`config.mk`:
```
export PLATFORM = sky130hd
export DESIGN_NAME = id_ex_stage
export DESIGN_NICKNAME = d
export VERILOG_FILES = /design/src/rtl/cpu_pkg.sv /design/src/rtl/operand_fwd_mux.sv /design/src/rtl/id_ex_stage.sv
export SDC_FILE = /design/constraint.sdc
export NUM_CORES = 1
export LEC_CHECK = 0
export BUFFER_PORTS_ARGS = -buffer_cell sky130_fd_sc_hd__buf_4
export CAP_MARGIN = 20
export CORE_MARGIN = 2
export CORE_UTILIZATION = 41
export DETAILED_ROUTE_END_ITERATION = 7
export GPL_TIMING_DRIVEN = 0
export PLACE_DENSITY = 0.73
export SETUP_SLACK_MARGIN = 0.5
export SLEW_MARGIN = 20
export SYNTH_ARGS = -nofsm -noshare
export SYNTH_HDL_FRONTEND = slang
export SYNTH_SLANG_ARGS = --single-unit
```
`constraint.sdc`:
```
create_clock -name clk -period 3.8 [get_ports clk]
set_input_delay 0.38 -clock clk [delete_from_list [all_inputs] [get_ports clk]]
set_output_delay 0.38 -clock clk [all_outputs]
set_load 0.02 [all_outputs]
```
`src/rtl/cpu_pkg.sv`:
```
// cpu_pkg: shared widths, control word type and forwarding-source encoding for the decode/execute slice.
package cpu_pkg;
  localparam int XLEN = 32;
  localparam int REG_W = 5;
  localparam int CTRL_W = 16;
  typedef logic [CTRL_W-1:0] ctrl_t;
  typedef enum logic [1:0] {FWD_RF, FWD_EXM, FWD_MWB, FWD_ZERO} fwd_sel_e;
endpackage

```
`src/rtl/operand_fwd_mux.sv`:
```
// operand_fwd_mux: priority forwarding select for one source operand (MEM/WB path only with WB_BYPASS_EN).
module operand_fwd_mux
  import cpu_pkg::*;
(
  input  logic [REG_W-1:0] rs,
  input  logic [XLEN-1:0]  rdata,
  input  logic             exm_we,
  input  logic [REG_W-1:0] exm_rd,
  input  logic [XLEN-1:0]  exm_data,
  input  logic             mwb_we,
  input  logic [REG_W-1:0] mwb_rd,
  input  logic [XLEN-1:0]  mwb_data,
  output logic [XLEN-1:0]  data
);
  fwd_sel_e sel;
  logic exm_hit, mwb_hit;
  assign exm_hit = exm_we && exm_rd == rs;
`ifdef WB_BYPASS_EN
  assign mwb_hit = mwb_we && mwb_rd == rs;
`else
  // Register file writes on negedge, so MEM/WB data already arrives on rdata.
  logic unused_mwb;
  assign unused_mwb = ^{mwb_we, mwb_rd, mwb_data};
  assign mwb_hit = 1'b0;
`endif
  always_comb begin
    sel = rs == '0 ? FWD_ZERO : exm_hit ? FWD_EXM : mwb_hit ? FWD_MWB : FWD_RF;
    data = sel == FWD_ZERO ? '0 : sel == FWD_EXM ? exm_data : sel == FWD_MWB ? mwb_data : rdata;
  end
endmodule

```
`src/rtl/id_ex_stage.sv`:
```
// id_ex_stage: ID->EX pipeline register with operand forwarding and load-use stall; WB_BYPASS_EN adds MEM/WB forwarding.
module id_ex_stage
  import cpu_pkg::*;
(
  input  logic             clk,
  input  logic             rst,
  input  logic             in_valid,
  input  logic [REG_W-1:0] in_rs1,
  input  logic [REG_W-1:0] in_rs2,
  input  logic [REG_W-1:0] in_rd,
  input  logic [XLEN-1:0]  in_rdata1,
  input  logic [XLEN-1:0]  in_rdata2,
  input  logic [XLEN-1:0]  in_imm,
  input  ctrl_t            in_ctrl,
  input  logic             in_is_load,
  input  logic             exm_we,
  input  logic [REG_W-1:0] exm_rd,
  input  logic [XLEN-1:0]  exm_data,
  input  logic             mwb_we,
  input  logic [REG_W-1:0] mwb_rd,
  input  logic [XLEN-1:0]  mwb_data,
  input  logic             flush,
  input  logic             hold_in,
  output logic             stall_out,
  output logic             out_valid,
  output logic [REG_W-1:0] out_rs1,
  output logic [REG_W-1:0] out_rs2,
  output logic [REG_W-1:0] out_rd,
  output logic [XLEN-1:0]  out_op1,
  output logic [XLEN-1:0]  out_op2,
  output logic [XLEN-1:0]  out_imm,
  output ctrl_t            out_ctrl,
  output logic             out_is_load
);
  logic [XLEN-1:0] op1, op2;
  operand_fwd_mux u_fwd1 (.rs(in_rs1), .rdata(in_rdata1), .exm_we, .exm_rd, .exm_data,
                          .mwb_we, .mwb_rd, .mwb_data, .data(op1));
  operand_fwd_mux u_fwd2 (.rs(in_rs2), .rdata(in_rdata2), .exm_we, .exm_rd, .exm_data,
                          .mwb_we, .mwb_rd, .mwb_data, .data(op2));
  assign stall_out = out_valid && out_is_load && out_rd != '0 && in_valid &&
                     (out_rd == in_rs1 || out_rd == in_rs2);
  always_ff @(posedge clk) begin
    if (rst) begin
      out_valid   <= 1'b0;
      out_rs1     <= '0;
      out_rs2     <= '0;
      out_rd      <= '0;
      out_op1     <= '0;
      out_op2     <= '0;
      out_imm     <= '0;
      out_ctrl    <= '0;
      out_is_load <= 1'b0;
    end else if (hold_in) begin
`ifdef WB_BYPASS_EN
      // Frozen operands must still see writebacks that retire while EX is busy.
      if (mwb_we && mwb_rd != '0 && mwb_rd == out_rs1) out_op1 <= mwb_data;
      if (mwb_we && mwb_rd != '0 && mwb_rd == out_rs2) out_op2 <= mwb_data;
`endif
    end else if (flush || stall_out) begin
      out_valid <= 1'b0;
    end else begin
      out_valid   <= in_valid;
      out_rs1     <= in_rs1;
      out_rs2     <= in_rs2;
      out_rd      <= in_rd;
      out_op1     <= op1;
      out_op2     <= op2;
      out_imm     <= in_imm;
      out_ctrl    <= in_ctrl;
      out_is_load <= in_is_load;
    end
  end
endmodule

```
# Word level (Yosys, flattened, before mapping)
# Cells that the tools add are included.
# word_totals
register_bits	129
in_bits	209
word_cells	44
# op_classes
eq_ne	10
n_mux	11
n_bitwise	2
n_reduce_logical	12
# ops
operator	count
two-way mux 32 bit	6
equality test 5 bit	4
logical NOT 5 bit	2
equality test 2 bit, second input constant	4
logical AND 1 bit	6
nonzero test 5 bit	1
equality test 2 x 1 -> 1 bit, second input constant	2
two-way mux 2 bit	2
two-way mux 1 bit	3
logical OR 1 bit	2
inverter 1 bit	2
AND reduction 2 bit	1

# Logic depth before layout (Yosys ltp)
# Gate-level depths: netlist of run 1.
# depth
ltp_word	8
mapped_depth	7
mapped_depth_nobuf	5

# Cells and area by module
# A second synthesis of run 1 with hierarchy kept.
# hier_totals
hier_cells	1150
hier_area_um2	9370.2
# modules_own_cells
module	instances	cells_each	area_per_inst_um2
id_ex_stage	1	904	8079.0
operand_fwd_mux	2	123	645.6

# Worst setup path before layout of run 1
# Ideal clock, no wire load.
# synth_path
path_type	register to register
from	register out_rd[3]
to	register out_op1[0]
arrival_time_ns	1.886
required_ns	3.679
slack_ns	1.793
path_stages_with_launch	7
synth_period_minus_slack_ns	2.007
path_cell_list	dfxtp_1 -> xnor2_1 -> nand3_1 -> o22a_1 -> o21ai_4 -> buf_4 -> mux2_2
# synth_between
elab_chain_cells	7
elab_cells_between_ends	10
classes_between	eq/ne: 2; bitwise: 1; reduce/logical: 7
# synth_lines
element	line_no	text
start: declaration	id_ex_stage.sv:28	output logic [REG_W-1:0] out_rd,
start signal: assignment	id_ex_stage.sv:65	out_rd <= in_rd;
nonzero test 5 bit	id_ex_stage.sv:40	assign stall_out = out_valid && out_is_load && out_rd != '0 && in_valid &&
logical AND 1 bit (2 in a row)	id_ex_stage.sv:40	
logical AND 1 bit (*)	id_ex_stage.sv:40	
logical OR 1 bit (*)	id_ex_stage.sv:59	end else if (flush || stall_out) begin
inverter 1 bit (no source line) (*)	--	
AND reduction 2 bit (no source line) (*)	--	
end signal: assignment	id_ex_stage.sv:66	out_op1 <= op1;
end: declaration	id_ex_stage.sv:29	output logic [XLEN-1:0] out_op1,
# Mark *: on every way between the ends. The rest lies on a longest branch, timed or not.
# A chain may end at the register's enable or synchronous reset.

# Final worst setup path of run 1
# layout_path
from	register out_rd[0]
to	register out_op1[9]
# The elaborated chain is that of the path after synthesis.

==> impl.org, run 1 <==
** Final layout
- The finished layout holds 1309 standard cells, fillers aside.
- At the end of the flow, the number of nets in the layout was 1287.
- Cells fill 60.4% of the core in the end.
- Ratio of cells with drive above 1 in the final layout :: 37.8%
- Synthesis-to-finish area growth :: 45.8%
- Combined flip-flop and latch cell area :: 2580 um^2
- N_diodes :: 0
- Summing all multi-input logic gate instances after layout gives 3880 um^2.
- After filler insertion, the fill cell instance count of the layout stands at 1478.

** Clock tree
- Total clock sinks :: 129
- Post-CTS clock slew at the launch and capture registers of the worst setup and hold paths :: 60 ps
- Maximum buffer depth of the clock tree :: 2
- TritonCTS buffer count :: 17
- In this run, post-CTS hold repair placed 0 buffers.
- For the worst-skew pair, the clock arrives at the later sink with an insertion delay of 420 ps.
- In this run the number of H-tree levels came out at 4.
- Clock root buffer :: sky130_fd_sc_hd__clkbuf_16
- Cts repair resizes :: 0
- TritonCTS clock tree :: yes
- Post-CTS timing repair inserted 0 buffers for setup.

** Place
- IO Port Bufs :: 300
- The congestion estimate from routability-driven global placement came to 0.855.
- Total placed cells including tap cells :: 1279
- Detailed-placement wirelength estimate :: 17000 um

** Synth
- In the synthesized netlist the async set-or-reset flop fraction comes to 0%.
- Simple-Gate Fraction of Synth Area :: 23.9%
- Library cells used by synthesis :: 29
- Multiplexer cells account for 19.9% of the synthesized area.
- The number of nets in the synthesized netlist is 968.
- Number of warning messages in the yosys log :: 0
- The largest total area in the synthesized netlist belongs to sky130_fd_sc_hd__dfxtp_1.
- Avg Cell Area, Syn :: 8.95 um^2
- The commonest cells after synthesis are sky130_fd_sc_hd__dfxtp_1, sky130_fd_sc_hd__nand2b_1, sky130_fd_sc_hd__a21oi_1, sky130_fd_sc_hd__nand3_1.
- The synthesized netlist devotes 0% of its cell area to adder and majority cells.
- After synthesis the cells add up to 6790 um^2.
- Post-synthesis compound-gate area fraction :: 10.8%
- Leading cell types by total area after synthesis :: sky130_fd_sc_hd__dfxtp_1, sky130_fd_sc_hd__nand2b_1, sky130_fd_sc_hd__mux2_2
- Xor and xnor fraction of the mapped netlist area :: 2.58%
- Dominant combinational cell family by area after synthesis :: simple AND/OR/NAND/NOR gates
- Fraction of post-synthesis cell area in the top cell type by area :: 38.0%
- After technology mapping, the gate count stands at 759.
- Counting flops and latches in the post-synthesis netlist gives 129.
- Most instantiated flip-flop cell in the synthesis netlist :: sky130_fd_sc_hd__dfxtp_1
- Sequential fraction of the synthesis area :: 38.0%
- Number of synthesized flops with an enable pin :: 0
- Most numerous cell in the Yosys netlist :: sky130_fd_sc_hd__dfxtp_1

** Power
- Overall power consumption :: 0.00385 W
- IR analysis of the VDD net gives a maximum drop of 0.000299 V.
- For this design the ratio of total power to cell area is 389 nW/um^2.
- For this design the static power due to leakage is 4.26 nW.

** Hold path
- Instance count along the most critical hold path :: 3
- Worst min-delay path category :: in -> reg
- In this run the most critical hold path is launched from in_imm[30].
- For hold timing, the worst endpoint is out_imm[30]$_SDFFE_PP0P_.

** Floorplan
- Placeable core area :: 16400 um^2
- After floorplanning, the core was divided into 47 placement rows.
- Die outline height :: 133 um
- Area enclosed by the die boundary :: 17600 um^2
- Starting density of the core :: 41.4%
- The die is 133 um wide.
- I/O pin count :: 339

** STA
- Headroom to the max-slew limit came out at 51.9%.
- Setup repair after global routing left no endpoint under its margin.
- Across the routed clock network, the largest skew measured is 7.04 ps.
- For the pin with the worst max-slew slack, the measured transition is 721 ps.
- Timing would allow up to 0.457 GHz.
- Count of endpoints failing setup in the final report :: 0
- The routed design could run at a clock period as short as 2190 ps.
- Setup total negative slack on the finished layout was measured at 0 ps.
- Of the available clock period, the critical path in the final layout requires 57.6%.
- The hold violation count in the final report came to 0.
- Number of pins with negative max-slew slack in the final report :: 0
- Hold_ws :: 219 ps

** Status
- Outcome :: completed

** GRT
- After global routing the overflow that remains totals 0.
- The initial antenna violation count was 0.
- Largest net degree at the start of global routing :: 17
- The first global-routing pass estimated 34000 um of wire.
- The via count of the first global-routing pass was 6387.
- Global routing consumed, over all layers together, 24.5% of the routing resources.

** Routing
- Vias per Instance :: 5.04
- Post-DRT Antenna Nets :: 0
- After detailed routing, the average wire length per cell comes to 17.0 um.
- Number of vias in the routed layout :: 6595
- Starting DRT DRC Count :: 357
- Before antenna repair, the detailed router went through 5 iterations.
- After detailed routing, the number of remaining DRC violations is 0.
- Wirelength, routed :: 22300 um

** Critical path
- Worst Reg2Reg Path Length in Cells :: 6
- The critical path is of the reg -> reg type.
- Endpoint class of the critical path :: flop
- Arrival time at the worst endpoint :: 2500 ps
- The worst register-to-register path ends at out_op1[9]$_SDFFE_PP0P_.
- STA puts the critical path data required time at 4110 ps.
- Top fanout value on the critical path :: 10
- The startpoint identified for the worst register-to-register timing path is out_rd[0]$_SDFFE_PP0P_.
- R2R Setup Slk :: 1610 ps
- Type of element launching the critical path :: flop

** Flow run
- # Max-Cap Violations :: 0
==> report_power, final <==
group | total, W | switching [W] | internal (W)
combinational | 0.000736 | 0.000372 | 0.000364
clock | 0.00165 | 0.000606 | 0.00104
sequential | 0.00147 | 0.0000402 | 0.00143
total | 0.00385 | 0.00102 | 0.00283
==> metrics by stage <==
stage,cell area (um^2),setup WS [ps]
floorplan,6790,1790
finish,9910,1610
CTS,9910,1590
global placement,9320,1530
global route,9910,1490
detailed placement,9320,1540
==> how the worst max path moves through the flow <==
stage / startpoint / to / slack (ps) / cells after the start
after floorplan: out_rd[3]$_SDFFE_PP0P_ / out_op1[0]$_SDFFE_PP0P_ / 1790 / 6
after global placement: in_rs1[4] / out_op1[3]$_SDFFE_PP0P_ / 1530 / 7
after detailed placement: in_rs2[0] / out_op1[6]$_SDFFE_PP0P_ / 1540 / 7
after CTS: out_rd[0]$_SDFFE_PP0P_ / out_op1[3]$_SDFFE_PP0P_ / 1590 / 6
after global routing: out_rd[0]$_SDFFE_PP0P_ / out_op1[9]$_SDFFE_PP0P_ / 1490 / 6
final: out_rd[0]$_SDFFE_PP0P_ / out_op1[9]$_SDFFE_PP0P_ / 1610 / 6
==> cell families (layout without fill, tap and decap cells) <==
family / after synthesis / in the layout
buffers and inverters: 69 / 399
AOI/OAI and AO/OA: 139 / 139
and+or+nand+nor: 275 / 275
muxes: 127 / 127
xor gates and xnor gates: 20 / 20
DFF: 129 / 129
==> sequential cells by signal (all words and copies together) (netlist names) <==
name	cells
out_imm	32
out_op1	32
out_op2	32
out_ctrl	16
out_rd	5
out_rs1	5
out_rs2	5
out_is_load	1
out_valid	1
==> worst max-delay path: stages (launching register included) <==
cell	delay [ps]
sky130_fd_sc_hd__dfxtp_1	470
sky130_fd_sc_hd__xnor2_1	150
sky130_fd_sc_hd__nand3_1	110
sky130_fd_sc_hd__o22a_1	290
sky130_fd_sc_hd__o21ai_4	430
sky130_fd_sc_hd__buf_4	280
sky130_fd_sc_hd__mux2_2	350
==> metal layers <==
metal,GRT usage (%),share of wire [%]
met5,0,0
met3,7.66,6.9
met4,8.30,2.5
met1,30.8,43
met2,40.0,47
==> layout by cell type (no fill, tap or decap), drive strengths merged, types with 2 or more instances in the layout <==
| cell type | instances |
|---|---|
| clkbuf | 70 |
| or4 | 2 |
| nor2b | 64 |
| mux2i | 63 |
| and4 | 2 |
| nand2 | 5 |
| nand4 | 2 |
| dfxtp | 129 |
| o21ai | 65 |
| a21oi | 67 |
| nand2b | 126 |
| xnor2 | 20 |
| nor2 | 4 |
| buf | 319 |
| clkinv | 6 |
| and2 | 2 |
| mux2 | 64 |
| bufinv | 3 |
| o21bai | 2 |
| nand3 | 67 |
==> area by class of cell <==
type	instances	area share, %
multi-input combinational	561	39.2
sequential	129	26.1
timing repair buffer	300	22.7
clock buffer	21	4.55
buffer	68	3.31
tap	220	2.78
clock inverter	9	1.36
inverter	1	0.0379
Note: power is estimated with default switching activity, not from simulation.
==> run 2: changes to the inputs <==
Settings changed: ABC_AREA set to 1, CORE_AREA set to 2 2 133 135, CORE_MARGIN 2 to not set, CORE_UTILIZATION 41 to not set, DIE_AREA set to 0 0 135 137, PLACE_DENSITY 0.73 to 0.69.
Clock period 3.8 ns to 2.3 ns, I/O delays scaled along.
==> impl.org, run 2 <==
** GRT
- The largest net degree at the start of global routing was 17 (unchanged).
- GRT met3 Usage :: 6.04% (-1.6 points)
- The via count of the first global-routing pass came to 6837 (+7.0%).
- The global-route wire length before repair came to 37200 um (+9.4%).
- met2 is the most crowded layer.
- The fraction of met1 tracks used by global routing is 34.5% (+3.7 points).
- Total routing resource utilization after global routing :: 26.3% (+1.8 points)
- Met2 usage :: 43.0% (+3.0 points)
- Total global routing overflow :: 0 (unchanged)
- Initial antenna violation count :: 0 (unchanged)

** Critical path
- R2R Setup Slk :: 420 ps (-1190 ps)
- Traced cell by cell, the critical path runs through inv_2 > nand2_1 > nand2_1 > nor2_1 > nand3_1 > nand2_2 > nand2_4 > buf_8 > buf_8 > inv_2 > buf_6.
- The startpoint identified for the worst register-to-register timing path is out_rd[4]$_SDFFE_PP0P_.
- The worst setup path is of the reg -> out kind.
- The delay of the slowest cell on the worst path is 370 ps (-100 ps).
- Among cell families on the critical path, the largest total delay comes from simple AND/OR/NAND/NOR gates.
- Type of element launching the critical path :: flop
- Crit-path slowest cell :: sky130_fd_sc_hd__dfxtp_4
- Endpoint class of the critical path :: output port
- Capture instance of the worst register-to-register path :: out_rs1[4]$_SDFFE_PP0P_
- The data arrival time at the worst-slack endpoint was 1700 ps (-800 ps).
- Top fanout value on the critical path :: 4 (-6)
- The worst path required time came to 2070 ps (-2040 ps).
- Worst Reg2Reg Path Length in Cells :: 13 (+7)
- WP buf/inv :: 5 (+4)

** Routing
- The via-per-instance ratio is 4.84 (-3.9%).
- Number of vias in the routed layout :: 7639 (+16%)
- The total wire length was 25300 um (+14%).
- Post-DRT Antenna Nets :: 0 (unchanged)
- The DRC violation count after routing is 0 (unchanged).
- Starting DRT DRC Count :: 452 (+27%)
- Wire length per cell after detailed routing :: 16.1 um (-5.6%)
- The first-pass iteration count of the detailed router was 5 (unchanged).

** Final layout
- Synthesis-to-finish area growth :: 52.0%
- Commonest non-fill, non-tap cells in the layout :: sky130_fd_sc_hd__nand2_1, sky130_fd_sc_hd__buf_4, sky130_fd_sc_hd__nand3_1, sky130_fd_sc_hd__dfxtp_1, sky130_fd_sc_hd__a21oi_1
- Most common cell after layout, fill and taps aside :: sky130_fd_sc_hd__nand2_1
- The final net count is 1549 (+20%).
- The non-filler instance count after layout is 1577 (+20%).
- Ratio of cells with drive above 1 in the final layout :: 29.7% (-8.1 points)
- N_diodes :: 0 (unchanged)
- Registers with the most flip-flops :: out_imm (32), out_op1 (32), out_op2 (32)

** Synth
- The mapped cell area is 6480 um^2 (-4.6%).
- Synth area leader :: sky130_fd_sc_hd__dfxtp_1
- Among all flip-flop cells after synthesis, the most frequent one is sky130_fd_sc_hd__dfxtp_1.
- The post-synthesis cell type count was 19 (-34%).
- The number of flip-flops and latches in the synthesized netlist is 129 (unchanged).
- Most instantiated cells after synthesis :: sky130_fd_sc_hd__nand2_1, sky130_fd_sc_hd__nand3_1, sky130_fd_sc_hd__dfxtp_1
- By area the synthesized netlist is led by sky130_fd_sc_hd__dfxtp_1, sky130_fd_sc_hd__nand2_1, sky130_fd_sc_hd__nand3_1.
- The number of warnings issued by yosys is 0 (unchanged).
- Most numerous cell in the Yosys netlist :: sky130_fd_sc_hd__nand2_1
- Net count after synthesis :: 1224 (+26%)
- Number of synthesized flops with an enable pin :: 0 (unchanged)
- Sequential fraction of the synthesis area :: 39.8% (+1.8 points)
- Fraction of post-synthesis cell area in the top cell type by area :: 39.8% (+1.8 points)
- The share of flip-flops with an asynchronous set or reset is 0% (unchanged).
- The count of mapped cells out of synthesis is 1015 (+34%).
- The post-synthesis area per instance was 6.39 um^2 (-29%).

** Floorplan
- The initial core utilization is 38.0% (-3.4 points).
- I/O pin count :: 339 (unchanged)
- Die outline height :: 137 um (+3.2%)
- The die outline width came to 135 um (+1.7%).
- Area enclosed by the die boundary :: 18500 um^2 (+5.0%)
- The row count came to 48 (+2.1%).
- Placeable core area :: 17100 um^2 (+4.0%)

** Hold path
- Hold EP :: out_is_load$_SDFFE_PP0P_
- Instance count along the most critical hold path :: 3 (unchanged)
- The min-delay analysis places its worst path in the category in -> reg.
- The worst hold path begins at in_is_load.

** STA
- The final clock skew came to 6.45 ps (-0.582 ps).
- Final cycle utilization of the critical path :: 83.7%
- The transition time at the pin with the least slew margin came to 670 ps (-51.6 ps).
- Headroom to the max-slew limit :: 55.4% (+3.4 points)
- The hold violation count in the final report came to 0 (unchanged).
- The worst path setup slack after routing is 374 ps (-1240 ps).
- For the finished layout, the period the worst path requires is 1930 ps.
- Number of pins with negative max-slew slack in the final report :: 0 (unchanged)
- Unrepaired setup endpoints after global routing :: yes
- The total negative slack came to 0 ps (unchanged).
- Static timing analysis puts the maximum clock frequency at 0.519 GHz.
- Count of endpoints failing setup in the final report :: 0 (unchanged)

** Power
- Standby leakage power :: 5.12 nW (+20%)
- Max IR drop VDD :: 0.000479 V (+61%)
- Power density of the placed cells :: 669 nW/um^2 (+72%)

** Clock tree
- Maximum buffer depth of the clock tree :: 2 (unchanged)
- The clock slew at the register clock pins of the worst setup and hold paths was 60 ps (about the same).
- Clock root buffer :: sky130_fd_sc_hd__clkbuf_16
- TritonCTS built the clock tree.
- The number of sinks handled by clock tree synthesis was 129 (unchanged).
- The total CTS buffers was 17 (unchanged).
- The clock latency of the later-clocked register in the worst-skew pair is 410 ps (about the same).
- The level count of the clock H-tree came to 4 (unchanged).
- Post-cts hold buffer count :: 0 (unchanged)

** Place
- Total placed cells including tap cells :: 1539 (+20%)
- The count of buffers from port buffering came to 299 (-0.33%).
- Detailed-placement wirelength estimate :: 19000 um (+12%)
- The post-placement worst setup slack was 48.3 ps (-1490 ps).
- The final estimated routing congestion in global placement was 0.893 (+4.4%).

** Status
- Outcome :: completed

** Flow run
- # Max-Cap Violations :: 0 (unchanged)
run 2: changes by cell type after synthesis, sizes merged, moves of 11 or more:
cell    change
nand2     +324
nand2b    -126
nor2       +99
inv        +92
nand3      +69
mux2       -64
nor2b      -64
o21ai      -64
mux2i      -63
o21bai     +39
a21oi      +38
xnor2      -16
buf        +14
clkbuf     -11
run 2: layout make-up:
cell class                 instances  area, um^2
timing repair buffer             306        2330
inverter                          93         354
tap                              225         282
sequential                       129        2600
fill                            1712        7200
clock buffer                      19         443
buffer                            71         405
multi-input combinational        722        3260
clock inverter                    12         184
run 2: metal layers:
layer,up-vias,routed length (um)
li1,3854,-
met1,3463,10700
met2,290,12200
met3,32,1920
met4,0,434
met5,-,0
run 2: kinds of logic after synthesis:
| kind of cell | count (synthesis) | share of synthesized area [%] |
|---|---|---|
| buffers and inverters | 164 | 10.6 |
| AO/OA/AOI/OAI | 147 | 12.9 |
| AND/OR/NAND/NOR | 571 | 36.1 |
| flip-flops | 129 | 39.8 |
| XOR/XNOR | 4 | 0.540 |
run 2: repair_timing:
action	in CTS	in global routing
gates resized for setup	27	32
hold endpoints to repair	0	0
pin swaps	6	7
buffers inserted	5	1
cloned	1	0
endpoints found under the setup margin	130	129
run 2: power breakdown:
part           internal [W]  switching, W
combinational      0.000572      0.000685
clock               0.00184       0.00105
sequential          0.00236     0.0000745
run 2: how the worst max path moves through the flow:
stage	from	end	slack, ps	depth (start not counted)
global placement	hold_in	out_op1[12]$_SDFFE_PP0P_	50	6
finish	out_rd[4]$_SDFFE_PP0P_	stall_out	370	11
global route	out_rd[2]$_SDFFE_PP0P_	stall_out	280	11
detailed placement	hold_in	out_op1[15]$_SDFFE_PP0P_	50	6
floorplan	out_rd[0]$_SDFFE_PP0P_	stall_out	620	10
CTS	out_rd[2]$_SDFFE_PP0P_	stall_out	380	11
run 2: metrics by stage:
| step | total power [W] | util, % | area, um^2 | hold WS [ps] |
|---|---|---|---|---|
| floorplan | 0.00310 | - | 6480 | 363 |
| global placement | 0.00370 | 52.8 | 9010 | 448 |
| detailed placement | 0.00371 | 52.8 | 9010 | 452 |
| CTS | 0.00663 | 57.3 | 9780 | 29.1 |
| global route | 0.00686 | 57.8 | 9850 | 52.2 |
| finish | 0.00659 | 57.8 | 9850 | 46.2 |
run 2: worst reg2reg max path, delay by kind of cell, from the launching register on:
kind / cells / cell delay, ps
AO/OA/AOI/OAI: 1 / 130
buffers and inverters: 4 / 660
flip-flops: 1 / 370
AND/OR/NAND/NOR: 8 / 640
